File: config.mk
export PLATFORM = sky130hd
export DESIGN_NAME = serial_paralelo
export DESIGN_NICKNAME = d
export VERILOG_FILES = /design/src/rtl/phy_pkg.sv /design/src/rtl/serial_paralelo.sv
export SDC_FILE = /design/constraint.sdc
export NUM_CORES = 1
export LEC_CHECK = 0
export BUFFER_PORTS_ARGS = -buffer_cell sky130_fd_sc_hd__buf_2
export CORE_UTILIZATION = 58
export DETAILED_ROUTE_END_ITERATION = 16
export HOLD_SLACK_MARGIN = 0.06
export PLACE_DENSITY_LB_ADDON = 0.15
export SLEW_MARGIN = 20
export SYNTH_ARGS = -nofsm -noshare
export SYNTH_HDL_FRONTEND = slang
export SYNTH_SLANG_ARGS = --single-unit
File: constraint.sdc
create_clock -name clk_32f -period 2.1 [get_ports clk_32f]
set_input_delay 0.21 -clock clk_32f [delete_from_list [all_inputs] [get_ports clk_32f]]
set_output_delay 0.21 -clock clk_32f [all_outputs]
set_load 0.1 [all_outputs]
File: src/rtl/phy_pkg.sv
// Constants and types shared by the lane's serializer and deserializer.
package phy_pkg;

  localparam logic [7:0] COM_SYMBOL = 8'hBC;

  typedef enum logic [1:0] {
    SEARCH,
    ALIGN,
    ACTIVE
  } rx_state_t;

endpackage

File: src/rtl/serial_paralelo.sv
// Serial-to-parallel receiver: bit-hunts for COM, locks after SYNC_COUNT aligned COMs,
// then presents data bytes. Define SP_COM_CNT_EN to add the saturating com_count output.
module serial_paralelo #(
  parameter logic [7:0]  COM_SYMBOL = phy_pkg::COM_SYMBOL,
  parameter int unsigned SYNC_COUNT = 4
) (
  input  logic        clk_32f,
  input  logic        reset,
  input  logic        in_serial,
  output logic [7:0]  out_parallel,
  output logic        valid_out,
  output logic        active
`ifdef SP_COM_CNT_EN
  ,
  output logic [15:0] com_count
`endif
);
  import phy_pkg::*;

  localparam logic [3:0] SYNC_CNT = 4'(SYNC_COUNT);

  rx_state_t  state, state_nxt;
  logic [7:0] shift_reg;
  logic [7:0] window;
  logic [2:0] bit_cnt, bit_cnt_nxt;
  logic [3:0] sync_cnt, sync_cnt_nxt;
  logic       boundary_d;
  logic       com_hit;
  logic       at_boundary;

  // window is the byte as it will stand once this edge's bit is shifted in
  assign window      = {shift_reg[6:0], in_serial};
  assign com_hit     = (window == COM_SYMBOL);
  assign at_boundary = (bit_cnt == 3'd7);

  always_ff @(posedge clk_32f) begin
    if (reset) state <= SEARCH;
    else       state <= state_nxt;
  end

  always_comb begin
    state_nxt    = state;
    bit_cnt_nxt  = bit_cnt + 3'd1;
    sync_cnt_nxt = sync_cnt;
    case (state)
      SEARCH: begin
        bit_cnt_nxt = '0;
        if (com_hit) begin
          sync_cnt_nxt = 4'd1;
          state_nxt    = (SYNC_CNT == 4'd1) ? ACTIVE : ALIGN;
        end
      end
      ALIGN: begin
        if (at_boundary) begin
          if (com_hit) begin
            sync_cnt_nxt = sync_cnt + 4'd1;
            if (sync_cnt + 4'd1 == SYNC_CNT) state_nxt = ACTIVE;
          end else begin
            sync_cnt_nxt = '0;
            state_nxt    = SEARCH;
          end
        end
      end
      default: ;
    endcase
  end

  // boundary_d marks the edge after an ACTIVE byte boundary, when shift_reg holds that byte
  always_ff @(posedge clk_32f) begin
    if (reset) begin
      shift_reg    <= '0;
      bit_cnt      <= '0;
      sync_cnt     <= '0;
      boundary_d   <= 1'b0;
      out_parallel <= '0;
      valid_out    <= 1'b0;
      active       <= 1'b0;
    end else begin
      shift_reg  <= window;
      bit_cnt    <= bit_cnt_nxt;
      sync_cnt   <= sync_cnt_nxt;
      boundary_d <= (state == ACTIVE) && at_boundary;
      active     <= (state == ACTIVE);
      if (boundary_d) begin
        valid_out <= (shift_reg != COM_SYMBOL);
        if (shift_reg != COM_SYMBOL) out_parallel <= shift_reg;
      end
    end
  end

`ifdef SP_COM_CNT_EN
  always_ff @(posedge clk_32f) begin
    if (reset)
      com_count <= '0;
    else if (boundary_d && (shift_reg == COM_SYMBOL) && (com_count != 16'hFFFF))
      com_count <= com_count + 16'd1;
  end
`endif

endmodule

# After elaboration in Yosys (flattened, before gate mapping)

Index checks and enable logic that the tools add are counted.
W data, S select, Z words.

Add/subtract/negate cells: 2
Equality and inequality tests: 9
Multiplexer cells: 9
Reduce and logical (&&, ||, !) cells: 7

Operators with widths:

| cell                  | count |
|---|---|
| $mux W4               | 3 |
| $eq A8 B8 Y1 const B  | 1 |
| $mux W2               | 4 |
| $ne A8 B8 Y1 const B  | 1 |
| $pmux W4 S2           | 1 |
| $add A4 B1 Y4 const B | 1 |
| $eq A4 B3 Y1 const B  | 1 |
| $ne A2 B2 Y1 const B  | 2 |
| $pmux W2 S2           | 1 |
| $reduce_and A4 Y1     | 1 |
| $add A3 B1 Y3 const B | 1 |
| $eq A3 B3 Y1 const B  | 1 |
| $ne A3 B3 Y1 const B  | 1 |
| $reduce_and A3 Y1     | 1 |
| $eq A2 B1 Y1 const B  | 1 |
| $eq A2 B2 Y1 const B  | 1 |
| $logic_not A2 Y1      | 1 |
| $reduce_and A2 Y1     | 1 |
| $reduce_bool A2 Y1    | 1 |
| $reduce_or A2 Y1      | 1 |
| $logic_and A1 B1 Y1   | 1 |

Register bits after elaboration: 28
Input port bits: 3
Output and inout bits: 10

# Longest topological paths before layout

Word-level depth: 6
Mapped depth: 6
Gate-level depth less buffers: 6

# Least setup slack after synthesis

OpenSTA, ideal clock, no wires.

Path kind: flip-flop to flip-flop
Start: register sync_cnt[0]
End: register state[0]
Library setup time: 116 ps
Arrival: 1,283 ps
Data required time: 1,984 ps
Path slack: 701 ps
Stages on the path, launching flop included: 6
Path buffers: 0
Clock period less this slack: 1,399 ps
Cells stage by stage: dfxtp_1 > ha_1 > nand2b_1 > a211oi_1 > o21ai_0 > a31o_2

Word-level cells in the longest chain between the ends: 4

Ends and longest elaborated chain:

| element                            | line                  | RTL |
|---|---|---|
| from (decl)                        | serial_paralelo.sv:26 | `logic [3:0] sync_cnt, sync_cnt_nxt;` |
| from (signal assigned)             | serial_paralelo.sv:81 | `sync_cnt <= sync_cnt_nxt;` |
| $add A4 B1 Y4                      | serial_paralelo.sv:57 | `if (sync_cnt + 4'd1 == SYNC_CNT) state_nxt = ACTIVE;` |
| $eq A4 B3 Y1                       | serial_paralelo.sv:57 |  |
| $ne A3 B3 Y1 (no source line)      | -                     |  |
| $reduce_and A4 Y1 (no source line) | -                     |  |
| to (signal assigned)               | serial_paralelo.sv:38 | `else state <= state_nxt;` |
| to (decl)                          | serial_paralelo.sv:22 | `rx_state_t state, state_nxt;` |

No other way between the ends.
A chain may end at the register's enable or synchronous reset.

# Final worst setup path

Same ends and word-level chain as after synthesis.

==> summary.txt <==
Global route
  – Antenna violations before repair: 0
  – GRT overflow: 0
  – Global Route Usage Sum: a little under a quarter
  – Vias in the first global route: 798
  – Largest net degree at the start of global routing: 28
  – First-pass GRT wire length: roughly 3500 um

Clock tree
  – Root Buffer: clkbuf_4
  – Clk_lat worst skew: 320 ps
  – H-tree levels: 1
  – Clock-pin slew on the worst setup and hold paths: 150 ps
  – Post-CTS Hold Buffers: 0
  – # clock sinks: 28
  – Post_cts resized: 0
  – Clock Tree Buf Depth: 2
  – Post-CTS Setup Bufs: 0
  – CTS Buf Count: 3
  – TritonCTS clock tree: built

Placed design
  – Post-DP HPWL: approximately 1500 um
  – Placed cell area: between 0.001 and 0.0015 mm^2
  – Post-placement cell count: about 150
  – Number of port buffers: 12
  – GPL Wtd Cong: 0.814

Synthesis
  – Mean post-synth cell area: 9.45 um^2
  – EDFF count, synth: 0
  – Ys Warns: 0
  – Synth top cells by count: 28 x dfxtp_1, 11 x inv_1, 10 x nor2_1
  – Post-synthesis register bit count: 28
  – Unique cell type count in the Yosys netlist: 33
  – Cell with the most instances after synthesis: dfxtp_1
  – Synth area leader: dfxtp_1
  – Leading post-synthesis cells by cell area: dfxtp_1 49%, ha_1 4.3%, inv_1 3.6%, nor2_1 3.3%, nor2b_1 3.3%
  – Top FF cell, synth: dfxtp_1
  – Area fraction of the dominant cell type after synthesis: 48.6%
  – Post-synth ARST share: 0%
  – Mapped cell area: between 0.001 and 0.0015 mm^2
  – Syn Inst Count: 122
  – Syn nets: 129
  – Seq/Total Area, Yosys: 48.6%

Cells and area
  – Area of the multi-input gates: 529 um^2
  – Nets: 141
  – Share of layout cells above drive strength 1: 15.8%
  – Storage cell area: 561 um^2
  – Fillers: 149
  – Cell Count, Final, Fillers Out: ~160
  – Antenna cells: 0
  – Layout overhead on the synthesized area: 10.6%
  – Post-route design area: 0.00127 mm^2

Critical path
  – Critical R2R Launch: sync_cnt[0]
  – Crit end category: register
  – Signal arrival time at the worst endpoint: 1840 ps
  – FF-to-FF End: state[0]
  – Crit start category: register
  – CP Class: reg2reg
  – CP required: 2340 ps
  – Flop2flop setup slack: 500 ps
  – Worst Reg2Reg Path Length in Cells: 5
  – CP max FO: 8

Die
  – Chip height: 46.6 um
  – Full die area: 0.00217 mm^2
  – Chip width: 46.6 um
  – Cell Rows: 15
  – Initial Util: 64.0%
  – Core area: 0.00180 mm^2
  – IO Count: 13

Timing
  – Slew HR: 68.1%
  – Measured slew at the worst slew-check pin: 478 ps
  – Hold slack: 141 ps
  – Fmax: 626 MHz
  – # setup viols final: 0
  – Post-layout min period: 1600 ps
  – Final Max Tran Viols: 0
  – TNS Setup: 0 ps
  – Final Hold Viols: 0
  – Clock skew: 1.99 ps
  – Unrepaired setup endpoints after global routing: no
  – Final period util: 76.1%

Drt
  – Drt pass-1 iters: 5
  – Initial DRC count: 26
  – ANT nets after route: 0
  – Routed via count: 928
  – Drt via density: 5.87
  – Routed WL: 2220 um
  – WL per Instance: 14.1 um
  – DRC: 0

Worst hold path
  – Min-Delay Endpoint: shift_reg[0]
  – Worst Min Path Start: in_serial
  – Hold depth: 2
  – Hold crit path type: in2reg

Power and ir drop
  – Pleak: a little over 0.5 nW
  – PwrDens: 707 mW/mm^2
  – Peak supply drop: 540 uV
  – Power, Total: 0.902 mW

Run status
  – Status: finished, final reports clean

Flow run
  – Max cap viols: 0
==> worst max-delay path: stages (launching register included) <==
cell      delay [ps]
dfxtp_1          410
ha_1             250
nand2b_1         180
a211oi_1         310
o21ai_0          120
a31o_2           240
==> cell families (layout without fill, tap and decap cells) <==
group	after synthesis	count (layout)	share of synthesized area (%)
simple gates	43	43	21.6
compound gates	30	30	19.0
flops	28	28	48.6
buf+inv	16	27	5.43
fa+ha+maj	4	4	4.34
mux	1	1	0.977
==> through the flow <==
step	utilization, %	setup WS, ps
global route	70.8	401
CTS	70.8	538
finish	70.8	502
global placement	67.8	643
floorplan	-	701
detailed placement	67.8	573
==> layout by cell type (no fill, tap or decap) <==
master | synthesis | layout
dfxtp_1 | 28 | 28
buf_2 | 2 | 12
inv_1 | 11 | 11
nor2_1 | 10 | 10
nor2b_1 | 6 | 6
nand2_1 | 6 | 6
a21oi_1 | 6 | 6
nor3_1 | 5 | 5
nand3_1 | 4 | 4
o21ai_0 | 4 | 4
a221oi_1 | 4 | 4
ha_1 | 4 | 4
and2_1 | 3 | 3
o211ai_1 | 3 | 3
a31oi_1 | 3 | 3
a22oi_1 | 3 | 3
clkbuf_4 | 0 | 3
nand2b_1 | 2 | 2
a211oi_1 | 2 | 2
a21o_1 | 1 | 1
nand4b_4 | 1 | 1
nand4bb_1 | 1 | 1
o2111ai_1 | 1 | 1
or4_1 | 1 | 1
or3b_4 | 1 | 1
o31ai_4 | 1 | 1
nor3b_1 | 1 | 1
mux2_2 | 1 | 1
nand3b_1 | 1 | 1
nand4_1 | 1 | 1
a31o_2 | 1 | 1
o41ai_1 | 1 | 1
bufinv_16 | 0 | 1
==> layout make-up <==
| cell class | instances | share of cell area, % |
|---|---|---|
| Sequential cell | 28 | 44.0 |
| Multi-Input combinational cell | 78 | 41.5 |
| Timing Repair Buffer | 12 | 4.71 |
| Inverter | 11 | 3.24 |
| Tap cell | 25 | 2.45 |
| Clock inverter | 1 | 2.36 |
| Clock buffer | 3 | 1.77 |
==> worst max path at each step <==
stage                      startpoint  endpoint  slack, ps  cells after the start
after global routing      sync_cnt[0]  state[0]        400                      5
after detailed placement  sync_cnt[0]  state[0]        570                      5
after global placement    sync_cnt[0]  state[0]        640                      5
after CTS                 sync_cnt[0]  state[0]        540                      5
after floorplan           sync_cnt[0]  state[0]        700                      5
final                     sync_cnt[0]  state[0]        500                      5
==> report_power, final <==
part           switching, mW  internal, mW
Sequential           0.00363         0.534
Combinational        0.00956       0.00470
Clock                  0.156         0.193
Total                  0.170         0.732
==> layer usage <==
layer	up-vias	wire length, um	track usage (%)
met2	37	1030	37.5
met4	0	27	7.65
met3	7	121	3.53
met1	427	1050	30.8
li1	457	-	-
met5	-	0	0
Note: power is estimated with default switching activity, not from simulation.
